`config.mk`:
```
export PLATFORM = sky130hd
export DESIGN_NAME = gpio_intr_gen
export DESIGN_NICKNAME = d
export VERILOG_FILES = /design/src/rtl/gpio_intr_gen.sv
export SDC_FILE = /design/constraint.sdc
export NUM_CORES = 1
export LEC_CHECK = 0
export CAP_MARGIN = 10
export CORE_MARGIN = 2
export CORE_UTILIZATION = 61
export DETAILED_ROUTE_END_ITERATION = 16
export GPL_TIMING_DRIVEN = 0
export HOLD_SLACK_MARGIN = 0.08
export MAX_ROUTING_LAYER = met4
export PLACE_DENSITY = 0.84
export SYNTH_ARGS = -nofsm -noshare
export SYNTH_HDL_FRONTEND = slang
export SYNTH_SLANG_ARGS = --single-unit
```
`constraint.sdc`:
```
create_clock -name mclk -period 5.95 [get_ports mclk]
set_input_delay 1.19 -clock mclk [delete_from_list [all_inputs] [get_ports mclk]]
set_output_delay 1.19 -clock mclk [all_outputs]
set_load 0.02 [all_outputs]
```
`src/rtl/gpio_intr_gen.sv`:
```
// gpio_intr_gen: synchronises raw GPIO pads, applies an optional per-pin
// debounce filter, and emits registered one-cycle edge-event pulses that feed
// the GPIO register block's interrupt status. Also exports the filtered level.
//
// state | meaning
// ------+------------------------------------------------------------------
// INIT  | synchroniser settling; init_cnt counts 0..2, events forced low
// RUN   | prescaler, debounce and edge detection active until h_reset

module gpio_intr_gen #(
   parameter int WD      = 32,
   parameter int DEB_W   = 4,
   parameter int PRESC_W = 16
) (
   input  logic               mclk,
   input  logic               h_reset,
   input  logic [WD-1:0]      gpio_in_data,
   input  logic [WD-1:0]      cfg_deb_en,
   input  logic [PRESC_W-1:0] cfg_deb_presc,
   input  logic [DEB_W-1:0]   cfg_deb_cnt,
   input  logic [WD-1:0]      cfg_gpio_posedge_int_sel,
   input  logic [WD-1:0]      cfg_gpio_negedge_int_sel,
   output logic [WD-1:0]      gpio_filt_data,
   output logic [WD-1:0]      gpio_int_event,
   output logic               gen_ready
);

   typedef enum logic {
      ST_INIT = 1'b0,
      ST_RUN  = 1'b1
   } state_t;

   localparam logic [DEB_W-1:0]   DEB_ONE   = DEB_W'(1);
   localparam logic [PRESC_W-1:0] PRESC_ONE = PRESC_W'(1);

   state_t             state;
   logic [1:0]         init_cnt;
   logic [WD-1:0]      sync_s;
   logic [WD-1:0]      sync_ss;
   logic [WD-1:0]      filt;
   logic [WD-1:0]      filt_d;
   logic [DEB_W-1:0]   deb_cnt [WD];
   logic [PRESC_W-1:0] presc_cnt;
   logic               tick;
   logic               init_done;

   assign init_done      = (state == ST_INIT) && (init_cnt == 2'd2);
   assign gpio_filt_data = filt;

   // Debounce tick; >= lets a lowered period wrap immediately instead of overflowing
   always_comb begin
      tick = 1'b0;
      if (state == ST_RUN && presc_cnt >= cfg_deb_presc) begin
         tick = 1'b1;
      end
   end

   // Two-flop synchroniser for the asynchronous pad inputs, runs in every state
   always_ff @(posedge mclk) begin
      if (h_reset) begin
         sync_s  <= '0;
         sync_ss <= '0;
      end else begin
         sync_s  <= gpio_in_data;
         sync_ss <= sync_s;
      end
   end

   // Sequencing FSM: hold off for synchroniser settling, then run
   always_ff @(posedge mclk) begin
      if (h_reset) begin
         state     <= ST_INIT;
         init_cnt  <= 2'd0;
         gen_ready <= 1'b0;
      end else begin
         case (state)
            ST_INIT: begin
               if (init_cnt == 2'd2) begin
                  gen_ready <= 1'b1;
                  state     <= ST_RUN;
               end else begin
                  init_cnt <= init_cnt + 2'd1;
               end
            end
            ST_RUN: begin
               state <= ST_RUN;
            end
            default: begin
               state <= ST_INIT;
            end
         endcase
      end
   end

   // Shared debounce prescaler
   always_ff @(posedge mclk) begin
      if (h_reset) begin
         presc_cnt <= '0;
      end else if (state == ST_RUN) begin
         if (tick) begin
            presc_cnt <= '0;
         end else begin
            presc_cnt <= presc_cnt + PRESC_ONE;
         end
      end
   end

   // Per-pin debounce filter; INIT exit seeds the filter from the settled input
   always_ff @(posedge mclk) begin
      if (h_reset) begin
         filt <= '0;
         for (int i = 0; i < WD; i++) begin
            deb_cnt[i] <= '0;
         end
      end else if (init_done) begin
         filt <= sync_ss;
      end else if (state == ST_RUN) begin
         for (int i = 0; i < WD; i++) begin
            if (!cfg_deb_en[i]) begin
               filt[i]    <= sync_ss[i];
               deb_cnt[i] <= '0;
            end else if (sync_ss[i] == filt[i]) begin
               deb_cnt[i] <= '0;
            end else if (tick) begin
               if (deb_cnt[i] >= cfg_deb_cnt) begin
                  filt[i]    <= sync_ss[i];
                  deb_cnt[i] <= '0;
               end else if (deb_cnt[i] != '1) begin
                  deb_cnt[i] <= deb_cnt[i] + DEB_ONE;
               end
            end
         end
      end
   end

   // Edge detection on the filtered level; events suppressed until RUN
   always_ff @(posedge mclk) begin
      if (h_reset) begin
         filt_d         <= '0;
         gpio_int_event <= '0;
      end else if (state == ST_RUN) begin
         filt_d         <= filt;
         gpio_int_event <= (cfg_gpio_posedge_int_sel & filt & ~filt_d) |
                           (cfg_gpio_negedge_int_sel & ~filt & filt_d);
      end else begin
         if (init_done) begin
            filt_d <= sync_ss;
         end
         gpio_int_event <= '0;
      end
   end

endmodule

```
==> results.toml <==
[status]
run_status = "finished, final reports clean"

[sta]
fin_skew_ns = 0.0225
fin_setup_tns_ns = 0
post-route-min-period_ns = 4.54
finalHoldViolations = 0
fmax_mhz = 220
setup_viol_count_final = 0
worst_pin_slew_ns = 1.21
slew_headroom_pct = 19.2
rsz0062_at_grt = "no"
final_min_period_over_clock_period_pct = 76.3
postLayoutSetupSlackWorst_ns = 1.41
timing_max_transition_violations_final = 0

[synthesis]
simple_gate_share_of_the_synthesized_area_pct = 21.2
synth_fp_nets = 2184
synthDominantCellAreaShare_pct = 22.1
synth_edf_count = 128
share_of_the_synthesized_netlist_area_taken_by_xor_and_xnor_gates_pct = 5.45
syn-mean-instance-area_um2 = 9.35
yosysWarningCount = 0
synth_top_family_by_area = "simple AND/OR/NAND/NOR gates"
synth_largest_area_cell = "sky130_fd_sc_hd__edfxtp_1"
netlist_instances = 1856
compound_cell_area_share_of_the_yosys_netlist_pct = 11.5
netlist-cell-type-count = 49
syn-cell-area_um2 = 17400
async_flop_share_pct = 0
ys_dominant_reg_cell = "sky130_fd_sc_hd__dfxtp_1"
synth.area.mux_share_pct = 2.71
postSynthRegisterBits = 308
synth.area.top_cells = "sky130_fd_sc_hd__edfxtp_1, sky130_fd_sc_hd__dfxtp_1, sky130_fd_sc_hd__ha_1"
proportion_of_synthesized_chip_area_in_sequential_cells_pct = 42.9
synth-adder-area-share_pct = 12.8

[setup_path]
cp_top_family = "simple AND/OR/NAND/NOR gates"
endpoint = "deb_cnt[1][34]"
worstPathCellList = "clkdlybuf4s50_1 > inv_1 > ha_1 > nand4_1 > nor4_1 > nand3_1 > nand3_1 > clkbuf_1 > o21ai_0 > a21oi_1"
worst_ep_arrival_time_ns = 4.72
ff2ff_setup_slack_ns = 2.26
timing.reg2reg.worst_path_depth = 8
worst_r2r_endpoint = "deb_cnt[1][34]"
crit_buf_inv = 3
timing.rr.start = "presc_cnt[15]"
category_of_the_most_critical_setup_path = "primary input to flop"
worst_setup_path_startpoint = "cfg_deb_presc[15]"
cp.depth = 10
critical-path-slowest-cell = "sky130_fd_sc_hd__clkbuf_1"
start_kind = "primary input"
crit_path_frequent_cell = "sky130_fd_sc_hd__nand3_1"
endpoint_kind = "flop"
worst-endpoint-required_ns = 6.13
crit_fanout = 10
stage_delay_of_the_slowest_cell_on_the_critical_path_ns = 0.60

[floorplan]
die_area_um2 = 29800
floorplan.initialDensity_pct = 62.1
chipHeight_um = 173
io_pins = 215
core_area_um2 = 27900
die_w_um = 173
rows = 61

[grt]
grt_start_max_net_pins = 30
grt_pass1_vias = 15763
globalRoute.totalOverflow = 0
grt.met1_usage_pct = 41.4
grt-busiest-layer = "met2"
met2_usage_pct = 58.6
grt_util_met3_pct = 6.02
grt_pass1_wl_um = 82300
track_usage_pct = 35.5
antenna_violations_before_repair = 1

[place]
placement.io_buffers = 213
post_detailed_placement_half_perimeter_wirelength_um = 36800
dp_worst_setup_slack_ns = 1.03
gpl.final_weighted_congestion = 0.916

[clock_tree]
insertion_delay_ns = 0.53
cts_max_level = 2
tritoncts_buffers = 35
worst_setup_hold_path_clk_slew_ns = 0.06
tritoncts = "done"
clock_sink_count = 308
cts_repair_resize_count = 0
cts_setup_buffers = 0
root_buffer = "sky130_fd_sc_hd__clkbuf_16"
cts.path.max_buffers = 3
postCtsHoldBufs = 0

[drt]
route.detailed.wl_per_inst_um = 21.0
first_pass_iters = 10
wirelength_um = 52900
viasPerCell = 6.27
drt_iter0_markers = 1653
number_of_remaining_drc_errors = 0
ant_nets = 0
dr_total_vias = 15780

[layout]
layout.area.seq_um2 = 7450
multiInputGateArea_um2 = 9320
area_growth_syn_to_layout_pct = 22.3
num-fill-cells = 1938
post_route_cells_drive_above_1_share_pct = 3.79
nNetsFinal = 2438

[hold_path]
hp-start = "sync_s[26]"
worstHoldPathType = "flop to flop"

[power]
worst_ir_drop_vdd_v = 0.000244
power_density_normalized_to_cell_area_nw_per_um2 = 308
cellLeakagePower_nw = 8.43

[job]
maximum_capacitance_violations = 0
per-layer routing:
metal	vias to the layer above	wire length, um
li1	7164	-
met4	0	2860
met2	908	25300
met5	-	0
met3	223	5270
met1	7485	19500
placed cells by master, fill, tap and decap left out, types with 5 or more instances in the layout:
| master | n |
|---|---|
| sky130_fd_sc_hd__nor2_1 | 223 |
| sky130_fd_sc_hd__clkdlybuf4s50_1 | 212 |
| sky130_fd_sc_hd__dfxtp_1 | 180 |
| sky130_fd_sc_hd__ha_1 | 178 |
| sky130_fd_sc_hd__a21oi_1 | 139 |
| sky130_fd_sc_hd__nand2_1 | 128 |
| sky130_fd_sc_hd__edfxtp_1 | 128 |
| sky130_fd_sc_hd__inv_1 | 84 |
| sky130_fd_sc_hd__xor2_1 | 83 |
| sky130_fd_sc_hd__nand3_1 | 77 |
| sky130_fd_sc_hd__o21ai_0 | 70 |
| sky130_fd_sc_hd__nor2b_1 | 67 |
| sky130_fd_sc_hd__nand3b_1 | 65 |
| sky130_fd_sc_hd__clkbuf_1 | 60 |
| sky130_fd_sc_hd__a31oi_1 | 48 |
| sky130_fd_sc_hd__mux2i_1 | 47 |
| sky130_fd_sc_hd__nor3_1 | 42 |
| sky130_fd_sc_hd__clkbuf_16 | 39 |
| sky130_fd_sc_hd__nand2b_1 | 31 |
| sky130_fd_sc_hd__xnor2_1 | 25 |
| sky130_fd_sc_hd__nor4_1 | 24 |
| sky130_fd_sc_hd__and3_1 | 23 |
| sky130_fd_sc_hd__o211ai_1 | 21 |
| sky130_fd_sc_hd__nand4b_1 | 19 |
| sky130_fd_sc_hd__a2111oi_0 | 14 |
| sky130_fd_sc_hd__nor4b_1 | 11 |
| sky130_fd_sc_hd__o31ai_1 | 10 |
| sky130_fd_sc_hd__buf_1 | 7 |
| sky130_fd_sc_hd__clkinv_2 | 7 |
| sky130_fd_sc_hd__buf_2 | 6 |
| sky130_fd_sc_hd__a311o_1 | 6 |
| sky130_fd_sc_hd__nand4_1 | 5 |
| sky130_fd_sc_hd__or3_1 | 5 |
flip-flops by register name (all words and copies together) (netlist names):
name and flops:
sync_s 32, gen_ready 1, gpio_int_event 32, presc_cnt 16, deb_cnt 128, state 1
gpio_filt_data 32, filt_d 32, init_cnt 2, sync_ss 32
kinds of logic after synthesis:
group	Yosys count
adder cells (fa/ha/maj)	178
AND/OR/NAND/NOR	725
XOR/XNOR	108
multiplexers	47
flip-flops	308
buffers and inverters	157
AO/OA/AOI/OAI	333
Yosys cell counts (65+ instances only):
cell / instances
sky130_fd_sc_hd__ha_1: 178
sky130_fd_sc_hd__o21ai_0: 70
sky130_fd_sc_hd__xor2_1: 83
sky130_fd_sc_hd__nand3b_1: 65
sky130_fd_sc_hd__dfxtp_1: 180
sky130_fd_sc_hd__nor2_1: 223
sky130_fd_sc_hd__a21oi_1: 139
sky130_fd_sc_hd__inv_1: 87
sky130_fd_sc_hd__edfxtp_1: 128
sky130_fd_sc_hd__nand2_1: 128
sky130_fd_sc_hd__nand3_1: 77
sky130_fd_sc_hd__nor2b_1: 67
report_power, final:
part / switching [W] / leakage (nW) / internal (W) / total [W]
clock: 0.000909 / 0.583 / 0.00133 / 0.00223
sequential: 0.000222 / 2.81 / 0.00243 / 0.00265
combinational: 0.00102 / 5.04 / 0.000631 / 0.00165
total: 0.00215 / 8.43 / 0.00438 / 0.00653
worst min-delay path by stage:
stage                  endpoint  slack, ns  depth (start not counted)
floorplan            sync_ss[0]       0.41                          1
global placement     sync_ss[3]       0.42                          1
detailed placement  sync_ss[29]       0.42                          1
CTS                 sync_ss[29]       0.43                          1
global route        sync_ss[13]       0.45                          1
finish              sync_ss[26]       0.44                          1
area by class of cell:
type | count | area share [%]
diodes | 1 | 0.0118
clock buffers | 46 | 4.91
well taps | 378 | 2.23
plain buffers | 69 | 1.25
multi-input cells | 1391 | 43.9
repair buffers | 217 | 10.4
inverters | 88 | 1.56
clock inverters | 17 | 0.678
flip-flops and latches | 308 | 35.1
metrics by stage:
step / total power (W) / instance area [um2] / instances / util, % / hold slack (ns)
final: 0.00653 / 21200 / 2515 / 76.0 / 0.435
after global routing: 0.00677 / 21200 / 2515 / 76.0 / 0.453
after CTS: 0.00647 / 21200 / 2514 / 76.0 / 0.435
after detailed placement: 0.00426 / 20000 / 2451 / 71.7 / 0.422
after global placement: 0.00416 / 20000 / 2447 / 71.5 / 0.415
after floorplan: 0.00363 / 17400 / 1856 / - / 0.414
(Power assumes the default switching activity.)
